**config.mk**
```make
export PLATFORM = sky130hd
export DESIGN_NAME = ka_seq_mult_8bit_flat
export DESIGN_NICKNAME = d
export VERILOG_FILES = /design/src/rtl/ka_pkg.sv /design/src/rtl/ka_seq_mult_8bit_if.sv /design/src/rtl/ka_seq_mult_8bit_clmul.sv /design/src/rtl/overlap_module_8bit.sv /design/src/rtl/ka_seq_mult_8bit.sv /design/src/flat_wrapper.sv
export SDC_FILE = /design/constraint.sdc
export NUM_CORES = 1
export LEC_CHECK = 0
export ABC_AREA = 1
export BUFFER_PORTS_ARGS = -buffer_cell sky130_fd_sc_hd__buf_4
export CAP_MARGIN = 20
export CORE_UTILIZATION = 50
export DETAILED_ROUTE_END_ITERATION = 10
export GPL_ROUTABILITY_DRIVEN = 0
export HOLD_SLACK_MARGIN = 0.08
export PLACE_DENSITY = 0.75
export SLEW_MARGIN = 20
export SYNTH_ARGS = -nofsm -noshare
export SYNTH_HDL_FRONTEND = slang
export SYNTH_HIERARCHICAL = 1
export SYNTH_SLANG_ARGS = --single-unit
```
**constraint.sdc**
```tcl
create_clock -name clk -period 2.7 [get_ports clk]
set_input_delay 0 -clock clk [delete_from_list [all_inputs] [get_ports clk]]
set_output_delay 0 -clock clk [all_outputs]
set_load 0.02 [all_outputs]
```
**src/rtl/ka_pkg.sv**
```systemverilog
// ============================================================================
// ka_pkg : shared types and widths for the sequential Karatsuba multiplier
// Rev 1.0 : initial release
// ============================================================================
`default_nettype none

package ka_pkg;

  localparam int N  = 8;
  localparam int H  = N / 2;
  localparam int PW = 2 * H - 1;
  localparam int OW = 2 * N - 1;

  typedef enum logic [2:0] {
    IDLE = 3'd0,
    LO   = 3'd1,
    HI   = 3'd2,
    MID  = 3'd3,
    DONE = 3'd4
  } state_t;

endpackage

`default_nettype wire

```
**src/rtl/ka_seq_mult_8bit_if.sv**
```systemverilog
// ============================================================================
// ka_seq_mult_8bit_if : operand/result valid-ready bus of the multiplier
// Rev 1.0 : initial release
// ============================================================================
`default_nettype none

interface ka_seq_mult_8bit_if;
  import ka_pkg::*;

  logic          in_valid;
  logic          in_ready;
  logic [N-1:0]  a;
  logic [N-1:0]  b;
  logic          out_valid;
  logic          out_ready;
  logic [OW-1:0] p;
  logic          busy;

  modport master (
    output in_valid, a, b, out_ready,
    input  in_ready, out_valid, p, busy
  );

  modport slave (
    input  in_valid, a, b, out_ready,
    output in_ready, out_valid, p, busy
  );

endinterface

`default_nettype wire

```
**src/rtl/ka_seq_mult_8bit_clmul.sv**
```systemverilog
// ============================================================================
// clmul_4bit : combinational 4x4 carry-less multiplier, 7-bit product
// Rev 1.0 : initial release
// ============================================================================
`default_nettype none

module clmul_4bit
  import ka_pkg::*;
(
  input  wire logic [H-1:0]  a,
  input  wire logic [H-1:0]  b,
  output logic      [PW-1:0] prod
);

  always_comb begin
    prod = '0;
    for (int i = 0; i < H; i++) begin
      if (b[i]) begin
        prod = prod ^ ({{(PW-H){1'b0}}, a} << i);
      end
    end
  end

endmodule

`default_nettype wire

```
**src/rtl/overlap_module_8bit.sv**
```systemverilog
// ============================================================================
// overlap_module_8bit : places three 7-bit Karatsuba terms at offsets 0/4/8
// Rev 1.0 : initial release
// ============================================================================
`default_nettype none

module overlap_module_8bit (
  input  wire logic [6:0]  B2_in1,
  input  wire logic [6:0]  B2_in2,
  input  wire logic [6:0]  B2_in3,
  output logic      [14:0] B2_out
);

  assign B2_out = {8'b0, B2_in1} ^ {4'b0, B2_in2, 4'b0} ^ {B2_in3, 8'b0};

endmodule

`default_nettype wire

```
**src/rtl/ka_seq_mult_8bit.sv**
```systemverilog
// ============================================================================
// ka_seq_mult_8bit : sequential 8-bit Karatsuba carry-less multiplier
// Rev 1.0 : initial release
// ============================================================================
`default_nettype none

module ka_seq_mult_8bit #(
  parameter int N = 8
) (
  input  wire logic         clk,
  input  wire logic         rst,
  ka_seq_mult_8bit_if.slave bus
);
  import ka_pkg::*;

  state_t        r_state;
  state_t        w_next;
  logic [N-1:0]  r_a;
  logic [N-1:0]  r_b;
  logic [PW-1:0] r_p0;
  logic [PW-1:0] r_p2;
  logic [PW-1:0] r_pm;
  logic [OW-1:0] r_p;

  logic          w_accept;
  logic [H-1:0]  w_mul_a;
  logic [H-1:0]  w_mul_b;
  logic [PW-1:0] w_prod;
  logic [PW-1:0] w_pm;
  logic [PW-1:0] w_mid;
  logic [OW-1:0] w_result;

  // out_ready -> in_ready is combinational so DONE can hand off and accept in one edge
  assign bus.in_ready  = !rst && ((r_state == IDLE) || ((r_state == DONE) && bus.out_ready));
  assign bus.out_valid = (r_state == DONE);
  assign bus.busy      = (r_state != IDLE);
  assign bus.p         = r_p;
  assign w_accept      = bus.in_valid && bus.in_ready;

  always_comb begin
    w_next = r_state;
    case (r_state)
      IDLE:    if (w_accept) w_next = LO;
      LO:      w_next = HI;
      HI:      w_next = MID;
      MID:     w_next = DONE;
      DONE: begin
        if (w_accept)           w_next = LO;
        else if (bus.out_ready) w_next = IDLE;
      end
      default: w_next = IDLE;
    endcase
  end

  always_comb begin
    w_mul_a = '0;
    w_mul_b = '0;
    case (r_state)
      LO: begin
        w_mul_a = r_a[H-1:0];
        w_mul_b = r_b[H-1:0];
      end
      HI: begin
        w_mul_a = r_a[N-1:H];
        w_mul_b = r_b[N-1:H];
      end
      MID: begin
        w_mul_a = r_a[H-1:0] ^ r_a[N-1:H];
        w_mul_b = r_b[H-1:0] ^ r_b[N-1:H];
      end
      default: ;
    endcase
  end

  clmul_4bit u_clmul (
    .a    (w_mul_a),
    .b    (w_mul_b),
    .prod (w_prod)
  );

  // Pm is still being computed during MID, so the result uses the live product then
  assign w_pm  = (r_state == MID) ? w_prod : r_pm;
  assign w_mid = w_pm ^ r_p0 ^ r_p2;

  overlap_module_8bit u_overlap (
    .B2_in1 (r_p0),
    .B2_in2 (w_mid),
    .B2_in3 (r_p2),
    .B2_out (w_result)
  );

  always_ff @(posedge clk or posedge rst) begin
    if (rst) begin
      r_state <= IDLE;
      r_a     <= '0;
      r_b     <= '0;
      r_p0    <= '0;
      r_p2    <= '0;
      r_pm    <= '0;
      r_p     <= '0;
    end else begin
      r_state <= w_next;
      if (w_accept) begin
        r_a <= bus.a;
        r_b <= bus.b;
      end
      if (r_state == LO) r_p0 <= w_prod;
      if (r_state == HI) r_p2 <= w_prod;
      if (r_state == MID) begin
        r_pm <= w_prod;
        r_p  <= w_result;
      end
    end
  end

endmodule

`default_nettype wire

```
**src/flat_wrapper.sv**
```systemverilog
// flat-port wrapper written by rule: the top's interface ports become plain ports
module ka_seq_mult_8bit_flat import ka_pkg::*;
#(
  parameter int N = 8
)
  (clk, rst, bus_in_valid, bus_a, bus_b, bus_out_ready, bus_in_ready, bus_out_valid, bus_p, bus_busy);
  ka_seq_mult_8bit_if bus_i ();
  input  wire logic clk;
  input  wire logic rst;
  input wire logic [$bits(bus_i.in_valid)-1:0] bus_in_valid;
  input wire logic [$bits(bus_i.a)-1:0] bus_a;
  input wire logic [$bits(bus_i.b)-1:0] bus_b;
  input wire logic [$bits(bus_i.out_ready)-1:0] bus_out_ready;
  output wire logic [$bits(bus_i.in_ready)-1:0] bus_in_ready;
  output wire logic [$bits(bus_i.out_valid)-1:0] bus_out_valid;
  output wire logic [$bits(bus_i.p)-1:0] bus_p;
  output wire logic [$bits(bus_i.busy)-1:0] bus_busy;
  assign bus_i.in_valid = bus_in_valid;
  assign bus_i.a = bus_a;
  assign bus_i.b = bus_b;
  assign bus_i.out_ready = bus_out_ready;
  assign bus_in_ready = bus_i.in_ready;
  assign bus_out_valid = bus_i.out_valid;
  assign bus_p = bus_i.p;
  assign bus_busy = bus_i.busy;
  ka_seq_mult_8bit #(.N(N)) u_core (.clk(clk), .rst(rst), .bus(bus_i));
endmodule
```
==> results of run 1 <==
-- sequential cells by signal, summed over array words and instances (netlist names) --
name and count:
u_core/bus.p 15, u_core/r_a 8, u_core/r_b 8, u_core/r_p0 7, u_core/r_p2 7, u_core/r_pm 7, u_core/r_state 3
-- power by group through the flow --
stage / combinational (mW) / clock, mW / sequential (mW)
after floorplan: 1.39 / 0 / 1.49
after global placement: 1.78 / 0 / 1.44
after detailed placement: 1.83 / 0 / 1.46
after CTS: 1.90 / 0.460 / 1.44
after global routing: 2.19 / 0.496 / 1.49
final: 1.89 / 0.451 / 1.44
-- through the flow --
stage | power [mW] | hold slack [ns] | cells
after detailed placement | 3.28 | 0.0474 | 516
final | 3.79 | 0.258 | 558
after global placement | 3.22 | 0.0446 | 516
after CTS | 3.79 | 0.271 | 558
after global routing | 4.17 | 0.300 | 558
after floorplan | 2.88 | 0.107 | 421
-- synth_stat cells (all sizes together) --
library cell,count
clkinv,1
xor2,17
clkbuf,2
inv,37
buf,19
nand3b,2
nand3,46
nand2,214
dfrtp,55
nor3,1
nand4,1
o21ai,15
nor2,3
xnor2,8
-- logic make-up after synthesis --
group           Yosys count  synth area share (%)
buf+inv                  59                  9.12
simple gates            267                  36.3
compound gates           15                  2.45
xor+xnor                 25                  7.15
flops                    55                  45.0
-- worst min path at each step --
stage / from / to / slack [ns] / cells past startpoint
after floorplan: bus_out_ready / u_core/r_state[2] / 0.11 / 1
after detailed placement: rst / u_core/r_a[7] / 0.05 / 2
after CTS: rst / u_core/r_a[7] / 0.27 / 3
final: rst / u_core/r_a[4] / 0.26 / 3
after global routing: rst / u_core/r_a[2] / 0.30 / 3
after global placement: rst / u_core/r_a[7] / 0.04 / 2
-- timing repair --
item	in CTS	in global routing
setup buffers	0	0
hold buffers	34	0
endpoints found under the hold margin	36	0
-- routing by layer --
metal / vias to the layer above / part of all wire [%] / GRT usage (%)
met2: 60 / 48 / 40.4
met4: 0 / 1.5 / 7.68
met1: 1249 / 47 / 26.8
li1: 1401 / - / -
met3: 9 / 3.4 / 3.52
met5: - / 0 / 0
-- tightest hold or removal path: stages --
cell           delay, ns
dlygate4sd3_1       0.53
buf_4               0.14
inv_2               0.33
-- layout make-up --
type | instances | share of cell area (%)
Clock buffer | 6 | 1.93
Clock inverter | 2 | 0.334
Inverter | 38 | 3.80
Multi-Input combinational cell | 307 | 37.5
Sequential cell | 55 | 36.7
Tap cell | 75 | 2.50
Timing Repair Buffer | 75 | 17.3
==> impl_metrics.json, run 1 <==
{
  "power_frac_seq_pct": 38.1,
  "cts_tree": "done",
  "postRouteAntennaNets": 0,
  "grt-ovfl-total": 0,
  "htreeDepth": 2,
  "crit_start": "u_core/r_state[0]",
  "grt_usage_pct": 22.4,
  "avgViaCountPerCell": 4.87,
  "synth_cell_types": 20,
  "rsz0062_at_grt": "false",
  "portBuffers": 37,
  "synthCells": 421,
  "finalSetupViolCount": 0,
  "place_hpwl_microns": 4290,
  "numCtsBuffers": 5,
  "fp.dieH_microns": 80.2,
  "path_max_fanout": 18,
  "vias": 2719,
  "cts_repair_resize_count": 0,
  "mostFrequentLayoutCells": "212 x nand2_1, 55 x dfrtp_1, 46 x nand3_1",
  "synthDominantAreaCellType": "dfrtp_1",
  "ys_seq_area_share_pct": 45.0,
  "path_clk_slew_ns": 0.10,
  "path_cells": "nand2_1 -> nor2_4 -> nand2_1 -> nand3_1 -> nand2_1 -> nand3_1 -> nand2_1 -> nand2_1 -> nand2_1 -> inv_1 -> nand2_1 -> nand3_1 -> nand2_1 -> inv_1 -> nand2_1 -> nand2_1 -> nand2_1 -> nand2_1",
  "switching_share_pct": 45.7,
  "drc": 0,
  "worstPathArrival_ns": 2.52,
  "antenna_cells": 0,
  "hold_viol": 0,
  "cp_slowest_cell": "dfrtp_1",
  "row_count": 28,
  "syn-num-nets": 441,
  "synth-seq-cells": 55,
  "finalMaxSlewViolations": 0,
  "netlist_area_sq_um": 3060,
  "area_growth_pct": 22.6,
  "antenna_found_initial": 0,
  "core_area_sq_um": 5920,
  "finalSetupTns_ns": 0,
  "tightest_slew_ns": 0.458,
  "synthTopCellsByArea": "dfrtp_1 45%, nand2_1 26%, nand3_1 7.5%",
  "p_leak_nw": 1.99,
  "syn_avg_cell_area_sq_um": 7.27,
  "dp_worst_setup_slack_ns": 0.483,
  "hold_path_class": "input pin to async pin",
  "multi_input_area_sq_um": 1410,
  "final_common_cell": "nand2_1",
  "maxSlewHeadroom_pct": 69.5,
  "outcome": "finished, final reports clean",
  "critPathBufInv": 2,
  "initial_core_util_pct": 51.7,
  "synth_warnings": 6,
  "worstSetupEndpointType": "register",
  "final_critical_path_setup_slack_ns": 0.441,
  "grt_pass1_vias": 2565,
  "fin_crit_ns": 2.26,
  "dpl_cell_area_sq_um": 3330,
  "die_area_sq_um": 6440,
  "routedWlPerCell_microns": 11.4,
  "p_int_mw": 2.05,
  "endpoint": "u_core/bus.p[8]",
  "cp_top_family": "simple AND/OR/NAND/NOR gates",
  "combPwrFrac_pct": 50.0,
  "reg2reg_to": "u_core/bus.p[8]",
  "post-route-period-util_pct": 83.7,
  "finalNetCount": 502,
  "cts_sinks": 55,
  "cap_violations": 0,
  "grt_pass1_wl_microns": 11200,
  "ir_drop_uv": 449,
  "root_buffer": "clkbuf_8",
  "fmax_mhz": 443,
  "yosys.area.top_type_share_pct": 45.0,
  "drive_gt1_share_pct": 12.0,
  "clock_latency_ns": 0.31,
  "cts_buffer_depth": 2,
  "n_fill_cell": 527,
  "drt_iter0_drc": 74,
  "first_pass_iters": 4,
  "finClkSkew_ns": 0.00601,
  "crit_cells": 18,
  "slowest_delay_ns": 0.47,
  "cp-start-kind": "register",
  "seq_area_sq_um": 1380,
  "required_ns": 2.96,
  "power.density_cell_area_nw_per_um2": 1010,
  "power_frac_clock_pct": 11.9,
  "switching_power_mw": 1.73,
  "io_pins": 38,
  "worstSetupPathType": "register to register",
  "path_common_cell": "nand2_1",
  "routed_wl_microns": 6380,
  "grt_max_degree": 37,
  "r2r_setup_slack_ns": 0.44,
  "fp.dieW_microns": 80.2,
  "reg2reg_depth": 18,
  "design_area_sq_um": 3750,
  "reg2reg_from": "u_core/r_state[0]",
  "final_util_pct": 63.4
}
Power figures use the tool's default switching activity.
==> run 2: changes to the inputs <==
Clock period 2.7 ns to 2.2 ns, I/O delays scaled along.
==> impl_metrics.json, run 2 (synthesized netlist as in run 1, its figures left out) <==
{
  "post-route-period-util_pct": 93.9,
  "hold_path_class": "input pin to async pin",
  "use_met2_pct": 37.9,
  "numCtsBuffers": 5,
  "cts_buffer_depth": 2,
  "finClkSkew_ns": 0.0102,
  "place_hpwl_microns": 4200,
  "fp.dieW_microns": 80.2,
  "root_buffer": "clkbuf_8",
  "path_clk_slew_ns": 0.10,
  "rsz0062_at_grt": "true",
  "reg2reg_depth": 7,
  "cap_violations": 0,
  "routedWlPerCell_microns": 11.7,
  "grt.busiest_layer": "met2",
  "finalSetupViolCount": 0,
  "outcome": "finished, final reports clean",
  "area_growth_pct": 29.7,
  "fp.dieH_microns": 80.2,
  "grt_usage_pct": 21.6,
  "avgViaCountPerCell": 4.84,
  "cts_sinks": 55,
  "portBuffers": 37,
  "drive_gt1_share_pct": 18.4,
  "worstSetupPathType": "register to register",
  "use_met1_pct": 26.7,
  "maxSlewHeadroom_pct": 66.7,
  "worstSetupEndpointType": "register",
  "tightest_slew_ns": 0.499,
  "ir_drop_uv": 671,
  "final_common_cell": "nand2_1",
  "antenna_cells": 0,
  "htreeDepth": 2,
  "first_pass_iters": 4,
  "cts_tree": "done",
  "power.density_cell_area_nw_per_um2": 1270,
  "clock_latency_ns": 0.31,
  "drt_iter0_drc": 93,
  "grt_pass1_vias": 2490,
  "finalMaxSlewViolations": 0,
  "fmax_mhz": 484,
  "grt-ovfl-total": 0,
  "largest_reg_flops": 15,
  "cp-start-kind": "register",
  "vias": 2752,
  "finalSetupTns_ns": 0,
  "grt_use_met3_pct": 3.98,
  "path_max_fanout": 17,
  "worstPathArrival_ns": 2.31,
  "finalNetCount": 514,
  "p_leak_nw": 2.11,
  "drc": 0,
  "power_mw": 5.05,
  "antenna_found_initial": 0,
  "io_pins": 38,
  "dpl.cell_count": 520,
  "core_area_sq_um": 5920,
  "initial_core_util_pct": 51.7,
  "required_ns": 2.44,
  "routed_wl_microns": 6650,
  "die_area_sq_um": 6440,
  "row_count": 28,
  "fin_crit_ns": 2.07,
  "grt_pass1_wl_microns": 10800,
  "postRouteAntennaNets": 0,
  "hold_viol": 0,
  "grt_max_degree": 40,
  "final_cell_count_no_fill": 569,
  "mostFrequentLayoutCells": "207 x nand2_1, 53 x dfrtp_1, 50 x buf_4"
}
-- run 2: per-stage QoR --
stage	area [sq um]	hold WS [ns]	utilization, %	setup WS, ns
final	3970	0.244	67.0	0.133
after CTS	3800	0.246	64.2	0.0177
after floorplan	3060	0.107	-	0.149
after detailed placement	3360	0.0241	56.7	0.0269
after global placement	3360	0.0210	56.7	0.0908
after global routing	3970	0.269	67.0	-0.0400
-- run 2: worst max-delay path, cell delays in order (launching register included) --
cell	delay (ns)
dfrtp_1	0.45
buf_4	0.16
nor2_2	0.17
nand2_1	0.12
nor2_4	0.32
nand3_1	0.13
dlygate4sd3_1	0.59
nand2_1	0.06
-- run 2: where the power goes --
group          internal (mW)  switching [mW]  leakage (nW)
clock network          0.333           0.324        0.0502
logic                   1.09            1.51          1.34
registers               1.40           0.397         0.727
total                   2.81            2.24          2.11
-- run 2: cell type report --
type	count	area, sq um
repair buffers	86	738
inverters	38	143
flip-flops and latches	55	1380
multi-input cells	308	1510
well taps	75	93.8
clock buffers	5	68.8
clock inverters	2	37.5
fillers	495	1950
-- run 2: repair_timing --
| item | CTS | global route |
|---|---|---|
| hold endpoints to repair | 33 | 0 |
| endpoints found under the setup margin | 0 | 6 |
| setup buffers | 0 | 6 |
| resized for setup | 0 | 26 |
| hold buffers | 34 | 0 |
-- run 2: path summary, 6_finish.rpt --
check | startpoint | to | slack (ns)
worst max-delay path | u_core/r_state[1] | u_core/r_b[2] | 0.13
worst min-delay path | rst | u_core/r_a[6] | 0.24
worst max register to register | u_core/r_state[1] | u_core/r_b[2] | 0.13
worst min register to register | u_core/bus.p[6] | u_core/bus.p[6] | 0.48
max in group asynchronous | rst | u_core/r_state[0] | 1.11
min in group clk | bus_in_valid | u_core/r_state[0] | 0.28
-- run 2: routing by layer --
layer,vias up,share of wire [%],wire length (microns)
li1,1428,-,-
met5,-,0,0
met4,0,1.1,76
met2,65,50,3320
met3,7,4.4,295
met1,1252,44,2950
==> run 3: changes to the inputs <==
Settings changed: PLACE_DENSITY 0.75 to 0.76, SYNTH_HIERARCHICAL 1 to default.
==> impl_metrics.json, run 3 <==
{
  "antenna_cells": 0,
  "ys_seq_area_share_pct": 45.6,
  "power_frac_clock_pct": 11.4,
  "grt_max_degree": 49,
  "drt_iter0_drc": 89,
  "cap_violations": 0,
  "r2r_setup_slack_ns": 0.26,
  "syn_avg_cell_area_sq_um": 8.36,
  "worstSetupEndpointType": "register",
  "combPwrFrac_pct": 55.1,
  "routed_wl_microns": 5160,
  "path_max_fanout": 19,
  "power_mw": 4.77,
  "synthCells": 315,
  "htreeDepth": 2,
  "switching_power_mw": 2.19,
  "multi_input_area_sq_um": 1280,
  "fin_crit_ns": 1.94,
  "antenna_found_initial": 0,
  "place_hpwl_microns": 3590,
  "yosys-top-cells-count": "99 x nand2_1, 48 x dfrtp_1, 30 x nor2_1, 23 x inv_1, 20 x nand3_1",
  "synth-seq-cells": 48,
  "die_area_sq_um": 5560,
  "worstPathArrival_ns": 2.13,
  "cp-start-kind": "register",
  "reg2reg_to": "u_core.r_b[6]",
  "cts_repair_resize_count": 0,
  "power_frac_seq_pct": 33.5,
  "cts_sinks": 48,
  "fp.dieW_microns": 74.6,
  "grt_usage_pct": 21.4,
  "drive_gt1_share_pct": 24.3,
  "p_int_mw": 2.58,
  "reg2reg_from": "u_core.r_state[0]",
  "path_clk_slew_ns": 0.09,
  "synth_warnings": 0,
  "finalNetCount": 393,
  "p_leak_nw": 1.65,
  "synth_cell_types": 28,
  "cts_setup_buffers": 0,
  "async_flop_share_pct": 100,
  "routedWlPerCell_microns": 11.6,
  "syn-num-nets": 335,
  "worstSetupPathType": "register to register",
  "grt_pass1_wl_microns": 8860,
  "finalSetupTns_ns": 0,
  "power.density_cell_area_nw_per_um2": 1460,
  "required_ns": 2.39,
  "tightest_slew_ns": 0.688,
  "yosys.area.top_type_share_pct": 45.6,
  "mostFrequentLayoutCells": "99 x nand2_1, 48 x dfrtp_1, 41 x buf_4",
  "finClkSkew_ns": 0.0102,
  "synth_flop_cell": "dfrtp_1",
  "initial_core_util_pct": 51.9,
  "clock_latency_ns": 0.31,
  "dpl.cell_count": 417,
  "synthTopCellsByArea": "dfrtp_1 46%, nand2_1 14%, mux2_2 5.6%",
  "maxSlewHeadroom_pct": 54.0,
  "synth_edf_count": 0,
  "ir_drop_uv": 754,
  "finalMaxSlewViolations": 0,
  "grt_pass1_vias": 2085,
  "cts_tree": "done",
  "hold_viol": 0,
  "reg2reg_depth": 5,
  "grt-ovfl-total": 0,
  "numCtsBuffers": 5,
  "drc": 0,
  "switching_share_pct": 46.0,
  "final_cell_count_no_fill": 444,
  "netlist_area_sq_um": 2630,
  "avgViaCountPerCell": 4.94,
  "cts_buffer_depth": 2,
  "final_common_cell": "nand2_1",
  "n_fill_cell": 441,
  "largest_reg_flops": 15,
  "vias": 2192,
  "synthDominantAreaCellType": "dfrtp_1",
  "hold_path_class": "input pin to async pin",
  "portBuffers": 37,
  "row_count": 26,
  "rsz0062_at_grt": "false",
  "seq_area_sq_um": 1200,
  "first_pass_iters": 4,
  "post-route-period-util_pct": 88.4,
  "postRouteAntennaNets": 0,
  "core_area_sq_um": 5070,
  "root_buffer": "clkbuf_8",
  "area_growth_pct": 24.2,
  "finalSetupViolCount": 0,
  "yosysMostFrequentCell": "nand2_1",
  "io_pins": 38,
  "fmax_mhz": 514,
  "fp.dieH_microns": 74.6,
  "outcome": "finished, final reports clean"
}
run 3: per-layer routing:
layer  up-vias  share of wire [%]  global-route usage (%)
li1       1099                  -                       -
met4         0                1.8                    7.97
met3         8                3.6                    5.28
met1      1039                 43                    24.2
met2        46                 52                    38.8
met5         -                  0                       0
run 3: kinds of logic after synthesis:
group           count (synthesis)  share of synthesized area [%]
simple gates                  172                           30.4
compound gates                 26                           5.18
mux                            13                           5.56
xor+xnor                       21                           7.56
buf+inv                        35                           5.66
flops                          48                           45.6
run 3: power by group through the flow:
stage	registers, mW	clock network, mW	logic [mW]
after floorplan	1.69	0	1.89
after global placement	1.59	0	2.52
after detailed placement	1.61	0	2.61
after CTS	1.59	0.567	2.64
after global routing	1.65	0.595	2.97
final	1.60	0.545	2.63
run 3: worst max-delay path, cell delays in order (launching register included):
cell and delay (ns):
dfrtp_1 0.48, nor2_1 0.23, o21ai_0 0.12, nor2_1 0.13
nand2_1 0.42, mux2_2 0.45
run 3: through the flow:
step / utilization (%) / area [sq um] / setup slack (ns) / hold WS, ns
floorplan: - / 2630 / 0.385 / 0.0870
global placement: 58.7 / 2980 / 0.362 / 0.207
detailed placement: 58.7 / 2980 / 0.275 / 0.201
CTS: 64.1 / 3250 / 0.268 / 0.427
global route: 64.4 / 3270 / 0.0998 / 0.253
finish: 64.4 / 3270 / 0.256 / 0.238
run 3: what timing repair did:
item	in CTS	in global routing
endpoints found under the hold margin	65	0
endpoints found under the setup margin	0	0
hold buffers	18	0
run 3: how the worst max path moves through the flow:
stage / start / endpoint / slack [ns] / cells past startpoint
global route: u_core.r_state[0] / u_core.r_b[6] / 0.1 / 5
CTS: u_core.r_state[0] / u_core.r_a[7] / 0.27 / 5
global placement: u_core.r_state[0] / u_core.r_b[0] / 0.36 / 5
detailed placement: u_core.r_state[0] / u_core.r_a[0] / 0.27 / 5
floorplan: u_core.r_state[1] / u_core.r_a[4] / 0.39 / 7
finish: u_core.r_state[0] / u_core.r_b[6] / 0.26 / 5
run 3: layout make-up:
type                    instances  share of cell area [%]
well taps                      70                    2.68
clock buffers                   7                    2.64
clock inverters                 1                   0.230
flip-flops and latches         48                    36.7
multi-input cells             232                    39.2
repair buffers                 60                    15.5
inverters                      26                    2.98
